[src/rtl/sdram_arb_pkg.sv]
// sdram_arb_pkg: shared types and constants for the SDRAM channel arbiter.
// Request record, channel ids, FSM encoding and the watchdog fill word.
package sdram_arb_pkg;

  localparam int NCH = 3;

  localparam logic [1:0] CH_DL      = 2'd0;
  localparam logic [1:0] CH_ROM     = 2'd1;
  localparam logic [1:0] CH_SAVE    = 2'd2;
  localparam logic [1:0] GRANT_NONE = 2'd3;

  localparam logic [31:0] TIMEOUT_DATA = 32'hDEADBEEF;

  typedef struct packed {
    logic        rnw;
    logic [26:0] addr;
    logic [31:0] din;
    logic [3:0]  be;
  } arb_req_t;

  typedef enum logic {
    S_IDLE = 1'b0,
    S_WAIT = 1'b1
  } arb_state_t;

endpackage

[src/rtl/sdram_arbiter_if.sv]
// sdram_arbiter_if: request channel between the arbiter and the SDRAM ctrl.
// master = arbiter side, slave = SDRAM controller side.
interface sdram_arbiter_if;

  logic        sdram_ena;
  logic        sdram_rnw;
  logic [26:0] sdram_Adr;
  logic [3:0]  sdram_be;
  logic [31:0] sdram_dataWrite;
  logic        sdram_done;
  logic [31:0] sdram_dataRead;

  modport master (
    output sdram_ena,
    output sdram_rnw,
    output sdram_Adr,
    output sdram_be,
    output sdram_dataWrite,
    input  sdram_done,
    input  sdram_dataRead
  );

  modport slave (
    input  sdram_ena,
    input  sdram_rnw,
    input  sdram_Adr,
    input  sdram_be,
    input  sdram_dataWrite,
    output sdram_done,
    output sdram_dataRead
  );

endinterface

[src/rtl/sdram_arb_rr.sv]
// sdram_arb_rr: combinational winner select over three pending channels.
// Search starts after ptr (last grant); PRIO0 lets ch0 pre-empt the search.
module sdram_arb_rr
  import sdram_arb_pkg::*;
#(
  parameter bit PRIO0 = 1'b1
) (
  input  logic [NCH-1:0] pending,
  input  logic [1:0]     ptr,
  output logic [1:0]     winner,
  output logic           valid
);

  logic [1:0] c0, c1, c2;

  // Search order: the three channels rotated to start after ptr
  always_comb begin
    c0 = CH_DL;
    c1 = CH_ROM;
    c2 = CH_SAVE;
    unique case (ptr)
      CH_DL: begin
        c0 = CH_ROM;
        c1 = CH_SAVE;
        c2 = CH_DL;
      end
      CH_ROM: begin
        c0 = CH_SAVE;
        c1 = CH_DL;
        c2 = CH_ROM;
      end
      default: ;
    endcase
  end

  // First pending channel in search order, ch0 first when prioritised
  always_comb begin
    winner = GRANT_NONE;
    valid  = |pending;
    if (PRIO0 && pending[CH_DL]) winner = CH_DL;
    else if (pending[c0])        winner = c0;
    else if (pending[c1])        winner = c1;
    else if (pending[c2])        winner = c2;
  end

endmodule

[src/rtl/sdram_arbiter.sv]
// sdram_arbiter: shares the SDRAM request channel between three requesters.
// Optional watchdog: define SDRAM_ARB_TIMEOUT_EN (adds timeout_err port).
module sdram_arbiter
  import sdram_arb_pkg::*;
#(
  parameter bit          PRIO0   = 1'b1,
  parameter int unsigned TIMEOUT = 1023
) (
  input  logic        clk1x,
  input  logic        reset,
  input  logic [2:0]  ch_req,
  input  logic [2:0]  ch_rnw,
  input  logic [80:0] ch_addr,
  input  logic [95:0] ch_din,
  input  logic [11:0] ch_be,
  output logic [2:0]  ch_ready,
  output logic [31:0] ch_dout,
  sdram_arbiter_if.master sdram,
  output logic        busy,
  output logic [1:0]  grant_id
`ifdef SDRAM_ARB_TIMEOUT_EN
  ,
  output logic        timeout_err
`endif
);

  arb_state_t     state_q, state_d;
  logic [NCH-1:0] pend_q, clr, cap;
  arb_req_t       hold_q [NCH];
  logic [1:0]     ptr_q, win;
  logic           win_vld, go, fin, tmo_hit;
  logic [31:0]    fin_data;

  sdram_arb_rr #(
    .PRIO0(PRIO0)
  ) u_rr (
    .pending(pend_q),
    .ptr    (ptr_q),
    .winner (win),
    .valid  (win_vld)
  );

  // Completion frees the owner's slot; a pulse in that cycle refills it
  always_comb begin
    clr = '0;
    if (fin) clr = 3'b001 << grant_id;
    cap = ch_req & (~pend_q | clr);
  end

  // Next state: grant from IDLE, finish on done or watchdog
  always_comb begin
    state_d = state_q;
    go      = 1'b0;
    fin     = 1'b0;
    unique case (state_q)
      S_IDLE: begin
        if (win_vld) begin
          state_d = S_WAIT;
          go      = 1'b1;
        end
      end
      S_WAIT: begin
        if (sdram.sdram_done || tmo_hit) begin
          state_d = S_IDLE;
          fin     = 1'b1;
        end
      end
    endcase
  end

  // State register
  always_ff @(posedge clk1x or posedge reset) begin
    if (reset) state_q <= S_IDLE;
    else       state_q <= state_d;
  end

  // Pending bits and per-channel holding registers
  always_ff @(posedge clk1x or posedge reset) begin
    if (reset) begin
      pend_q <= '0;
      for (int n = 0; n < NCH; n++) hold_q[n] <= '0;
    end else begin
      pend_q <= (pend_q & ~clr) | cap;
      for (int n = 0; n < NCH; n++) begin
        if (cap[n]) begin
          hold_q[n].rnw  <= ch_rnw[n];
          hold_q[n].addr <= ch_addr[27*n +: 27];
          hold_q[n].din  <= ch_din[32*n +: 32];
          hold_q[n].be   <= ch_be[4*n +: 4];
        end
      end
    end
  end

  // Registered SDRAM request, grant bookkeeping and completion return
  always_ff @(posedge clk1x or posedge reset) begin
    if (reset) begin
      sdram.sdram_ena       <= 1'b0;
      sdram.sdram_rnw       <= 1'b0;
      sdram.sdram_Adr       <= '0;
      sdram.sdram_be        <= '0;
      sdram.sdram_dataWrite <= '0;
      ch_ready              <= '0;
      ch_dout               <= '0;
      busy                  <= 1'b0;
      grant_id              <= GRANT_NONE;
      ptr_q                 <= 2'd0;
    end else begin
      sdram.sdram_ena <= go;
      ch_ready        <= clr;
      if (go) begin
        sdram.sdram_rnw       <= hold_q[win].rnw;
        sdram.sdram_Adr       <= hold_q[win].addr;
        sdram.sdram_be        <= hold_q[win].be;
        sdram.sdram_dataWrite <= hold_q[win].din;
        grant_id              <= win;
        busy                  <= 1'b1;
        ptr_q                 <= win;
      end
      if (fin) begin
        ch_dout  <= fin_data;
        grant_id <= GRANT_NONE;
        busy     <= 1'b0;
      end
    end
  end

`ifdef SDRAM_ARB_TIMEOUT_EN
  logic [9:0] tmo_cnt;

  // Watchdog fires on the TIMEOUT-th WAIT edge without done
  always_comb begin
    tmo_hit  = (state_q == S_WAIT) && !sdram.sdram_done &&
               (tmo_cnt == 10'(TIMEOUT - 1));
    fin_data = tmo_hit ? TIMEOUT_DATA : sdram.sdram_dataRead;
  end

  // Watchdog counter and sticky error flag
  always_ff @(posedge clk1x or posedge reset) begin
    if (reset) begin
      tmo_cnt     <= '0;
      timeout_err <= 1'b0;
    end else begin
      if (go)                       tmo_cnt <= '0;
      else if (state_q == S_WAIT)   tmo_cnt <= tmo_cnt + 10'd1;
      if (tmo_hit)                  timeout_err <= 1'b1;
    end
  end
`else
  logic unused_tmo;

  // No watchdog: WAIT only ends on done
  always_comb begin
    tmo_hit    = 1'b0;
    fin_data   = sdram.sdram_dataRead;
    unused_tmo = (TIMEOUT == 0) ^ TIMEOUT_DATA[0];
  end
`endif

  req_overrun: assert property (
    @(posedge clk1x) disable iff (reset)
    !(|(ch_req & pend_q & ~clr))
  );

endmodule

[src/flat_wrapper.sv]
// flat-port wrapper written by rule: the top's interface ports become plain ports
module sdram_arbiter_flat import sdram_arb_pkg::*;
#(
  parameter bit          PRIO0   = 1'b1,
  parameter int unsigned TIMEOUT = 1023
)
  (clk1x, reset, ch_req, ch_rnw, ch_addr, ch_din, ch_be, ch_ready, ch_dout, busy, grant_id, sdram_sdram_ena, sdram_sdram_rnw, sdram_sdram_Adr, sdram_sdram_be, sdram_sdram_dataWrite, sdram_sdram_done, sdram_sdram_dataRead);
  sdram_arbiter_if sdram_i ();
  input  logic clk1x;
  input  logic reset;
  input  logic [2:0] ch_req;
  input  logic [2:0] ch_rnw;
  input  logic [80:0] ch_addr;
  input  logic [95:0] ch_din;
  input  logic [11:0] ch_be;
  output logic [2:0] ch_ready;
  output logic [31:0] ch_dout;
  output logic busy;
  output logic [1:0] grant_id;
  output wire logic [$bits(sdram_i.sdram_ena)-1:0] sdram_sdram_ena;
  output wire logic [$bits(sdram_i.sdram_rnw)-1:0] sdram_sdram_rnw;
  output wire logic [$bits(sdram_i.sdram_Adr)-1:0] sdram_sdram_Adr;
  output wire logic [$bits(sdram_i.sdram_be)-1:0] sdram_sdram_be;
  output wire logic [$bits(sdram_i.sdram_dataWrite)-1:0] sdram_sdram_dataWrite;
  input wire logic [$bits(sdram_i.sdram_done)-1:0] sdram_sdram_done;
  input wire logic [$bits(sdram_i.sdram_dataRead)-1:0] sdram_sdram_dataRead;
  assign sdram_sdram_ena = sdram_i.sdram_ena;
  assign sdram_sdram_rnw = sdram_i.sdram_rnw;
  assign sdram_sdram_Adr = sdram_i.sdram_Adr;
  assign sdram_sdram_be = sdram_i.sdram_be;
  assign sdram_sdram_dataWrite = sdram_i.sdram_dataWrite;
  assign sdram_i.sdram_done = sdram_sdram_done;
  assign sdram_i.sdram_dataRead = sdram_sdram_dataRead;
  sdram_arbiter #(.PRIO0(PRIO0), .TIMEOUT(TIMEOUT)) u_core (.clk1x(clk1x), .reset(reset), .ch_req(ch_req), .ch_rnw(ch_rnw), .ch_addr(ch_addr), .ch_din(ch_din), .ch_be(ch_be), .ch_ready(ch_ready), .ch_dout(ch_dout), .sdram(sdram_i), .busy(busy), .grant_id(grant_id));
endmodule
[config.mk]
export PLATFORM = sky130hd
export DESIGN_NAME = sdram_arbiter_flat
export DESIGN_NICKNAME = d
export VERILOG_FILES = /design/src/rtl/sdram_arb_pkg.sv /design/src/rtl/sdram_arbiter_if.sv /design/src/rtl/sdram_arb_rr.sv /design/src/rtl/sdram_arbiter.sv /design/src/flat_wrapper.sv
export SDC_FILE = /design/constraint.sdc
export NUM_CORES = 1
export LEC_CHECK = 0
export CORE_UTILIZATION = 55
export CTS_CLUSTER_DIAMETER = 60
export CTS_CLUSTER_SIZE = 40
export DETAILED_ROUTE_END_ITERATION = 10
export DONT_BUFFER_PORTS = 1
export GPL_ROUTABILITY_DRIVEN = 0
export HOLD_SLACK_MARGIN = 0.05
export PLACE_DENSITY = 0.73
export SETUP_SLACK_MARGIN = 0.5
export SYNTH_ARGS = -nofsm -noshare
export SYNTH_HDL_FRONTEND = slang
export SYNTH_SLANG_ARGS = --single-unit
[constraint.sdc]
create_clock -name clk1x -period 10.1 [get_ports clk1x]
set_input_delay 2.02 -clock clk1x [delete_from_list [all_inputs] [get_ports clk1x]]
set_output_delay 2.02 -clock clk1x [all_outputs]
set_load 0.02 [all_outputs]
==> out/metrics.cfg, run 1 <==
[logic_synthesis]
synth-warning-count = 0
synthAdderAreaFrac_pct = 0
synth_edf_count = 0
yosys.area.top_type = dfrtp_1
yosys-top-cells-area = dfrtp_1, mux2_2, a32o_1
yosys-top-cells-count = dfrtp_1, mux2_2, a32o_1
avgSynthCellArea_um2 = 14.9
muxShareOfSynthArea_pct = 20.5
synth_top_family_by_area = multiplexers
yosysMostFrequentCell = dfrtp_1
syn_area_um2 = 12300
synth-simple-area-share_pct = 3.97
yosysUniqueCellTypes = 28
synthXorXnorAreaFrac_pct = 0
synth_seq_cells = 301
async_reset_ff_share_pct = 100
ys_seq_area_share_pct = 61.2
netlist_instances = 824
syn_nets = 1054
synth-main-ff-cell = dfrtp_1
yosysTopAreaCellShare_pct = 60.7
synth-compound-area-share_pct = 11.3

[job]
drv_cap = 0

[placement]
place_hpwl_um = 18500
portBuffers = 0
placed_area_um2 = 12500
dpl.cell_count = 1045

[clock_tree]
postCtsResizedCells = 0
clk_pin_slew_ns = 0.09
postCtsSetupBuffers = 0
cts_num_sinks = 301
cts_tree = yes
cts_max_path_buffers = 3
numCtsBuffers = 24
ctsHtreeMaxLevel = 1
clk_latency_ns = 0.54
cts_hold_buf = 0
cts_root_buf = clkbuf_16

[timing]
finalMaxSlewViolations = 0
fin_skew_ns = 0.0315
finalSetupViolations = 0
max_freq_mhz = 266
rsz0062_at_grt = no
tightest_slew_ns = 1.26
slew_headroom_pct = 15.8
min_period_over_period_pct = 37.2
fin_crit_ns = 3.76
hold_viol = 0
fin_tns_setup_ns = 0

[worst_setup_path]
path_cells = nand4b_1 > a21boi_4 > buf_4 > mux2_2
crit_path_max_incr_delay_ns = 0.78
path_delay_family = compound AO/OA/AOI/OAI gates
cp.buffers_inverters = 1
arrival_ns = 4.17
startpoint_type = primary input
worstPathRequired_ns = 10.52
worstPathMaxFanout = 42
cpMaxStageDelayCell = a21boi_4
setup.worst_path.end_class = flop
worstSetupPathType = primary input to flop

[floorplanning]
core_area_um2 = 21900
die_h_um = 152
die_w_um = 152
core.rowCount = 54
initial_utilization_pct = 56.3
dieArea_um2 = 23000
io_pins = 333

[finish]
drive_above_1_share_pct = 35.7
syn2layout_area_growth_pct = 8.68
fin_area_um2 = 13400
finalNetCount = 1021
fin_cells = 1095
final_util_pct = 61.1

[min_path]
hold_class = flop to flop

[global_routing]
antenna_found_initial = 9
grt_pass1_wl_um = 43200
track_usage_pct = 24.6
grt_remaining_overflow = 0
grt_pass1_vias = 7586
grt_max_degree = 173

[power]
p_leak_nw = 5.57
ir_drop_uv = 184
power_density_nw_per_um2 = 280

[drt]
drc = 0
wl_um = 29000
vias_per_cell = 6.57
ant_nets = 0
drt_iter0_markers = 266
drtPass1Iterations = 5
vias = 7196
wire_per_inst_um = 26.5

[run_status]
status = completed

==> worst register-to-register path, cell delays in order, from the launching register on <==
cell	delay, ns
dfrtp_1	0.71
nand4b_1	0.38
a21boi_4	0.78
buf_4	0.67
mux2_2	0.46
==> cells by family (layout without fill, tap and decap cells) <==
| family | Yosys count | in the layout |
|---|---|---|
| flip-flops | 301 | 301 |
| multiplexers | 224 | 224 |
| AO/OA/AOI/OAI | 143 | 143 |
| AND/OR/NAND/NOR | 79 | 79 |
| buffers and inverters | 77 | 62 |
| other | 0 | 6 |
==> state kept, by name (all words and copies together), names as in the netlist <==
| name | cells |
|---|---|
| u_core.ptr_q | 2 |
| u_core.sdram.sdram_dataWrite | 32 |
| u_core.busy | 1 |
| u_core.sdram.sdram_be | 4 |
| u_core.sdram.sdram_rnw | 1 |
| u_core.pend_q | 3 |
| u_core.hold_q | 192 |
| u_core.grant_id | 2 |
| u_core.state_q | 1 |
| u_core.ch_ready | 3 |
| u_core.sdram.sdram_Adr | 27 |
| u_core.sdram.sdram_ena | 1 |
| u_core.ch_dout | 32 |
==> power by group <==
group          switching, mW  internal (mW)
clock                  0.503          0.544
sequential             0.422           1.63
combinational          0.228          0.417
total                   1.15           2.59
==> routing by layer <==
| metal | share of wire, % | up-vias | GRT usage (%) |
|---|---|---|---|
| met5 | 0.14 | - | 0 |
| met1 | 39 | 3747 | 30.3 |
| met2 | 49 | 330 | 40.9 |
| li1 | - | 3047 | - |
| met3 | 9.0 | 66 | 7.43 |
| met4 | 2.8 | 6 | 8.61 |
==> cell type report <==
cell class | instances | area [µm²]
fillers | 1634 | 8510
flip-flops and latches | 301 | 7540
multi-input cells | 446 | 4460
clock buffers | 26 | 629
well taps | 280 | 350
clock inverters | 18 | 272
repair buffers | 10 | 87.6
inverters | 8 | 33.8
diodes | 6 | 15.0
==> cell usage in the layout (no fill, tap or decap), drive strengths merged <==
master    Yosys  layout
dfrtp       299     299
mux2        224     224
a32o         65      65
and2         64      64
a221o        64      64
clkbuf       29      26
inv           8      18
buf          40      10
diode         0       6
a21o          5       5
nand2         4       4
clkinv        0       4
a21boi        3       3
a21oi         3       3
nand4b        2       2
clkinvlp      0       2
bufinv        0       2
dfstp         2       2
nor2          2       2
nand2b        1       1
nor4          1       1
nor2b         1       1
a221oi        1       1
nor3          1       1
or2           1       1
nand3b        1       1
nand4bb       1       1
a2111oi       1       1
o22a          1       1
==> metrics by stage <==
step	setup WS, ns	power [mW]	hold slack (ns)
5_1_grt	6.24	3.92	0.514
3_5_place_dp	5.79	2.72	0.478
4_1_cts	6.34	3.77	0.489
2_1_floorplan	4.08	2.53	0.454
6_report	6.34	3.75	0.491
3_3_place_gp	5.93	2.66	0.468
==> worst paths after layout <==
check | from | end | slack [ns] | cells after the start
worst max-delay path | sdram_sdram_done | u_core.hold_q[27] | 6.34 | 4
worst min-delay path | u_core.hold_q[9] | u_core.sdram.sdram_dataWrite[5] | 0.49 | 1
worst max register to register | u_core.state_q | u_core.hold_q[27] | 6.98 | 4
worst min register to register | u_core.hold_q[9] | u_core.sdram.sdram_dataWrite[5] | 0.49 | 1
max in group asynchronous | reset | u_core.hold_q[68] | 6.94 | 2
min in group asynchronous | reset | u_core.sdram.sdram_dataWrite[29] | 1.62 | 1
Note: power is estimated with default switching activity, not from simulation.
==> run 2: changes to the inputs <==
--- a/config.mk
+++ b/config.mk
@@ -5,6 +5,7 @@
 export SDC_FILE = /design/constraint.sdc
 export NUM_CORES = 1
 export LEC_CHECK = 0
+export ABC_AREA = 1
 export CORE_UTILIZATION = 55
 export CTS_CLUSTER_DIAMETER = 60
 export CTS_CLUSTER_SIZE = 40
@@ -12,7 +13,7 @@
 export DONT_BUFFER_PORTS = 1
 export GPL_ROUTABILITY_DRIVEN = 0
 export HOLD_SLACK_MARGIN = 0.05
-export PLACE_DENSITY = 0.73
+export PLACE_DENSITY = 0.7
 export SETUP_SLACK_MARGIN = 0.5
 export SYNTH_ARGS = -nofsm -noshare
 export SYNTH_HDL_FRONTEND = slang
==> constraint.sdc (replaced) <==
create_clock -name clk1x -period 3.5 [get_ports clk1x]
set_input_delay 0.7 -clock clk1x [delete_from_list [all_inputs] [get_ports clk1x]]
set_output_delay 0.7 -clock clk1x [all_outputs]
set_load 0.02 [all_outputs]
==> run 2 against run 1 <==
  * Register-to-register slack got worse by 6.1 ns
  * Clock-buffer cell count decreased by 1
  * Global-route usage is 0.44 points higher
==> out/metrics.cfg, run 2 <==
[drt]
vias = 8723
drc = 0
wire_per_inst_um = 18.1
drtPass1Iterations = 6
wl_um = 29300
drt_iter0_markers = 384
vias_per_cell = 5.40
ant_nets = 0

[finish]
nFillCells = 1936
drive_above_1_share_pct = 12.6
fin_area_um2 = 13700
multiInputGateArea_um2 = 4390
syn2layout_area_growth_pct = 8.04
largest_reg_flops = 192
seq_area_um2 = 7530
finalNetCount = 1542
largest_register = u_core.hold_q
reg_top3 = u_core.hold_q x192, u_core.ch_dout x32, u_core.sdram.sdram_dataWrite x32
final_cell_mix = nand2_1, dfrtp_1, a21oi_1
final_util_pct = 60.7
final_common_cell = nand2_1

[clock_tree]
cts_num_sinks = 301
numCtsBuffers = 23
clk_latency_ns = 0.53
cts_hold_buf = 0
postCtsSetupBuffers = 0
clk_pin_slew_ns = 0.08
cts_max_path_buffers = 3
ctsHtreeMaxLevel = 1
cts_root_buf = clkbuf_16
postCtsResizedCells = 0
cts_tree = yes

[worst_setup_path]
cpMostUsedCell = nand2_1
worstPathRequired_ns = 3.91
worstSetupPathType = flop to flop
path_cells = inv_2 > nand3_2 > nand2_2 > o21ai_4 > nand2_4 > buf_12 > nand2_1 > o21ai_0 > nand2_1 > nand3_1
startpoint_type = flop
worstPathMaxFanout = 76
setup.worst_path.end_class = flop
crit_path_max_incr_delay_ns = 0.60
arrival_ns = 3.05
reg2reg_depth = 10
cpMaxStageDelayCell = nand2_4

[logic_synthesis]
async_reset_ff_share_pct = 100
yosysTopAreaCellShare_pct = 58.9
avgSynthCellArea_um2 = 9.48
synth_edf_count = 0
yosysMostFrequentCell = nand2_1
ys_seq_area_share_pct = 59.3
synth-main-ff-cell = dfrtp_1
syn_nets = 1570
netlist_instances = 1340
synth-warning-count = 0
synth_seq_cells = 301
yosys.area.top_type = dfrtp_1
yosys-top-cells-count = nand2_1, dfrtp_1, a21oi_1
yosys-top-cells-area = dfrtp_1, nand2_1, mux2_2
syn_area_um2 = 12700
yosysUniqueCellTypes = 27

[timing]
setup_slack_ns = 0.858
finalSetupViolations = 0
fin_skew_ns = 0.0131
min_period_over_period_pct = 75.5
fin_tns_setup_ns = 0
fin_crit_ns = 2.64
rsz0062_at_grt = no
tightest_slew_ns = 0.891
max_freq_mhz = 379
slew_headroom_pct = 40.6
hold_viol = 0
finalMaxSlewViolations = 0

[job]
drv_cap = 0

[floorplanning]
die_w_um = 154
core_area_um2 = 22600
initial_utilization_pct = 56.1
io_pins = 333
dieArea_um2 = 23700
core.rowCount = 55
die_h_um = 154

[global_routing]
grt_pass1_wl_um = 46800
antenna_found_initial = 4
grt_pass1_vias = 8718
grt_remaining_overflow = 0
track_usage_pct = 25.0
grt_max_degree = 129

[placement]
placed_area_um2 = 12900
place_hpwl_um = 19800
portBuffers = 0
pre_cts_ws_ns = 0.871

[run_status]
status = completed

[power]
power_density_nw_per_um2 = 981
p_leak_nw = 6.90
ir_drop_uv = 578

[min_path]
hold_class = primary input to asynchronous set/reset pin

run 2: cell count changes in the layout (fill, tap and decap cells not counted), moves of 17 or more:
cell / change
nand2_1: +388
a21oi_1: +104
inv_1: +95
a32o_1: -65
nand3_1: +77
a221o_1: -64
o21ai_1: +22
o21ai_0: +36
and2_1: -64
mux2_1: +17
mux2_2: -141
nor2_1: +105
run 2: layout make-up:
| cell class | count | share of cell area [%] |
|---|---|---|
| antenna | 2 | 0.0364 |
| tap | 285 | 2.60 |
| clock inverter | 17 | 1.51 |
| inverter | 108 | 2.99 |
| sequential | 301 | 54.9 |
| multi-input combinational | 857 | 32.0 |
| timing repair buffer | 21 | 1.79 |
| clock buffer | 25 | 4.25 |
run 2: per-layer routing:
layer | global-route usage, % | routed length [µm] | vias to the layer above
met1 | 31.5 | 12100 | 4182
met2 | 41.4 | 13800 | 291
li1 | - | - | 4204
met3 | 8.65 | 2680 | 44
met4 | 6.33 | 644 | 2
met5 | 0 | 11 | -
run 2: kinds of logic after synthesis:
kind of cell,count (synthesis),share of synthesized area (%)
compound gates,169,6.94
buf+inv,182,6.40
flops,301,59.3
mux,100,8.86
simple gates,588,18.5
run 2: worst max-delay path: cells and delay by family (launching register included):
| kind | cells | cell delay, ns |
|---|---|---|
| AND/OR/NAND/NOR | 6 | 0.99 |
| AO/OA/AOI/OAI | 2 | 0.57 |
| buffers and inverters | 2 | 0.50 |
| flip-flops | 1 | 0.44 |
run 2: final timing paths:
kind | start | to | slack (ns)
worst max-delay path | u_core.ptr_q[1] | u_core.sdram.sdram_Adr[24] | 0.86
worst min-delay path | reset | u_core.sdram.sdram_Adr[5] | 0.22
worst min register to register | u_core.hold_q[49] | u_core.sdram.sdram_Adr[13] | 0.49
worst max register to register | u_core.ptr_q[1] | u_core.sdram.sdram_Adr[24] | 0.86
max in group asynchronous | reset | u_core.grant_id[0] | 2.46
min in group clk1x | sdram_sdram_done | u_core.state_q | 0.27
run 2: where the power goes:
| group | switching (mW) | internal (mW) |
|---|---|---|
| combinational | 2.33 | 1.59 |
| sequential | 1.65 | 5.16 |
| clock | 1.38 | 1.37 |
run 2: metrics by stage:
stage / hold slack [ns] / cells / total power, mW
after global placement: 0.467 / 1572 / 10.6
final: 0.216 / 1616 / 13.5
after CTS: 0.233 / 1614 / 13.6
after detailed placement: 0.472 / 1572 / 10.8
after floorplan: 0.460 / 1340 / 9.79
after global routing: 0.257 / 1614 / 14.5
==> run 3: changes to the inputs <==
--- a/config.mk
+++ b/config.mk
@@ -13,7 +13,7 @@
 export DONT_BUFFER_PORTS = 1
 export GPL_ROUTABILITY_DRIVEN = 0
 export HOLD_SLACK_MARGIN = 0.05
-export PLACE_DENSITY = 0.7
+export PLACE_DENSITY = 0.73
 export SETUP_SLACK_MARGIN = 0.5
 export SYNTH_ARGS = -nofsm -noshare
 export SYNTH_HDL_FRONTEND = slang
==> constraint.sdc (replaced) <==
create_clock -name clk1x -period 2.15 [get_ports clk1x]
set_input_delay 0.43 -clock clk1x [delete_from_list [all_inputs] [get_ports clk1x]]
set_output_delay 0.43 -clock clk1x [all_outputs]
set_load 0.02 [all_outputs]
==> run 3 against run 2 <==
  * Total power is 94% higher
  * Clock skew is 0.031 ns higher
  * Combinational power grew to 2.6 times the previous value
  * Worst hold slack worse by 0.16 ns
  * Sequential share of layout area is 12 points lower
  * Die area stayed put
  * Highest routed layer is now met4
  * Setup slack worse by 0.61 ns
  * Design area is 27% higher
  * Global-route usage is 6.9 points higher
  * Largest cell class unchanged
  * Utilization is 17 points higher
  * Sequential power is 66% higher
==> out/metrics.cfg, run 3 (synthesized netlist as in run 2, its figures left out) <==
[run_status]
status = completed

[power]
p_int_mw = 15.4
comb_power_share_pct = 39.0
power.switching_mw = 10.7
power_frac_seq_pct = 43.3
ir_drop_uv = 1030
p_leak_nw = 8.72
fin_total_pwr_mw = 26.1
power_density_nw_per_um2 = 1490
sw_frac_of_total_pct = 41.1
p_clk_share_pct = 17.7

[floorplanning]
initial_utilization_pct = 56.1
io_pins = 333
die_w_um = 154
die_h_um = 154
core.rowCount = 55
core_area_um2 = 22600
dieArea_um2 = 23700

[worst_setup_path]
arrival_ns = 2.34
regToRegSetupSlack_ns = 0.25
worstSetupPathType = flop to flop
worstPathRequired_ns = 2.59
setup.worst_path.end_class = flop
startpoint_type = flop
worstPathMaxFanout = 7

[drt]
wl_um = 42500
drtPass1Iterations = 7
drt_iter0_markers = 864
wire_per_inst_um = 22.6
ant_nets = 0
vias_per_cell = 5.86
vias = 11017
drc = 0

[global_routing]
grt_pass1_vias = 10926
track_usage_pct = 31.9
antenna_found_initial = 3
grt_pass1_wl_um = 59000
grt_remaining_overflow = 0
grt_max_degree = 81

[finish]
fin_cells = 1879
final_util_pct = 77.3
reg_top3 = u_core.hold_q x192, u_core.ch_dout x32, u_core.sdram.sdram_dataWrite x32
largest_reg_flops = 192
final_common_cell = nand2_1
drive_above_1_share_pct = 22.8
syn2layout_area_growth_pct = 37.6
finalNetCount = 1805
final_cell_mix = nand2_1, dfrtp_1, dlygate4sd3_1
largest_register = u_core.hold_q

[timing]
finalSetupViolations = 0
min_period_over_period_pct = 88.4
rsz0062_at_grt = yes
finalMaxSlewViolations = 0
max_freq_mhz = 526
fin_crit_ns = 1.90
fin_tns_setup_ns = 0
fin_skew_ns = 0.0437
slew_headroom_pct = 62.5
hold_viol = 0
setup_slack_ns = 0.250
tightest_slew_ns = 0.561

[min_path]
hold_class = primary input to flop

[placement]
portBuffers = 0
pre_cts_ws_ns = -0.0861
place_hpwl_um = 20500
dpl.cell_count = 1585

[clock_tree]
cts_tree = yes
cts_root_buf = clkbuf_16
ctsHtreeMaxLevel = 1
cts_max_path_buffers = 3
clk_latency_ns = 0.55
clk_pin_slew_ns = 0.10
cts_num_sinks = 301
numCtsBuffers = 22

[job]
drv_cap = 0

==> run 3: critical path, stage by stage, from the launching register on <==
cell	delay, ns
dfrtp_2	0.45
buf_6	0.14
nand3_2	0.08
nand2_2	0.08
o21ai_4	0.23
buf_6	0.17
nand2_8	0.10
clkbuf_16	0.20
nand2_1	0.10
o21ai_0	0.11
nand2_1	0.09
nand3_2	0.07
==> run 3: cell type report <==
| type | instances | area [µm²] |
|---|---|---|
| well taps | 285 | 357 |
| multi-input cells | 861 | 4910 |
| clock inverters | 15 | 193 |
| diodes | 3 | 7.51 |
| inverters | 108 | 420 |
| clock buffers | 25 | 603 |
| repair buffers | 281 | 3470 |
| flip-flops and latches | 301 | 7540 |
| fillers | 1302 | 5150 |
==> run 3: final timing paths <==
| check | start | endpoint | cells past startpoint |
|---|---|---|---|
| worst max-delay path | u_core.ptr_q[1] | u_core.sdram.sdram_Adr[20] | 11 |
| worst min-delay path | ch_din[78] | u_core.hold_q[18] | 1 |
| worst max register to register | u_core.ptr_q[1] | u_core.sdram.sdram_Adr[20] | 11 |
| worst min register to register | u_core.hold_q[47] | u_core.sdram.sdram_Adr[11] | 2 |
| max in group asynchronous | reset | u_core.grant_id[1] | 3 |
| min in group asynchronous | reset | u_core.hold_q[108] | 2 |
==> run 3: per-layer routing <==
metal / vias up / wire length [µm] / global-route usage (%)
met5: - / 0 / 0
met3: 167 / 4110 / 7.50
li1: 4743 / - / -
met1: 5358 / 15200 / 37.7
met4: 0 / 2330 / 14.3
met2: 749 / 20900 / 55.5
==> run 3: what timing repair did <==
action / 4_1_cts / 5_1_grt
cloned: 12 / 24
setup endpoints to repair: 213 / 209
buffers inserted: 37 / 17
hold endpoints to repair: 176 / 0
pin swaps: 25 / 37
resized for setup: 104 / 87
hold buffers: 161 / 0
==> run 3: per-stage QoR <==
step / hold WS, ns / area, µm²
after floorplan: 0.460 / 12700
after global placement: 0.370 / 13100
after detailed placement: 0.375 / 13100
after CTS: 0.0501 / 16600
after global routing: 0.0505 / 17500
final: 0.0597 / 17500
==> run 3: power by group through the flow <==
stage	clock network (mW)	registers, mW	logic (mW)
after CTS	4.60	11.1	8.51
final	4.62	11.3	10.2
after detailed placement	0	11.1	6.80
after global routing	4.84	11.5	11.0
after floorplan	0	10.7	5.30
after global placement	0	11.0	6.49
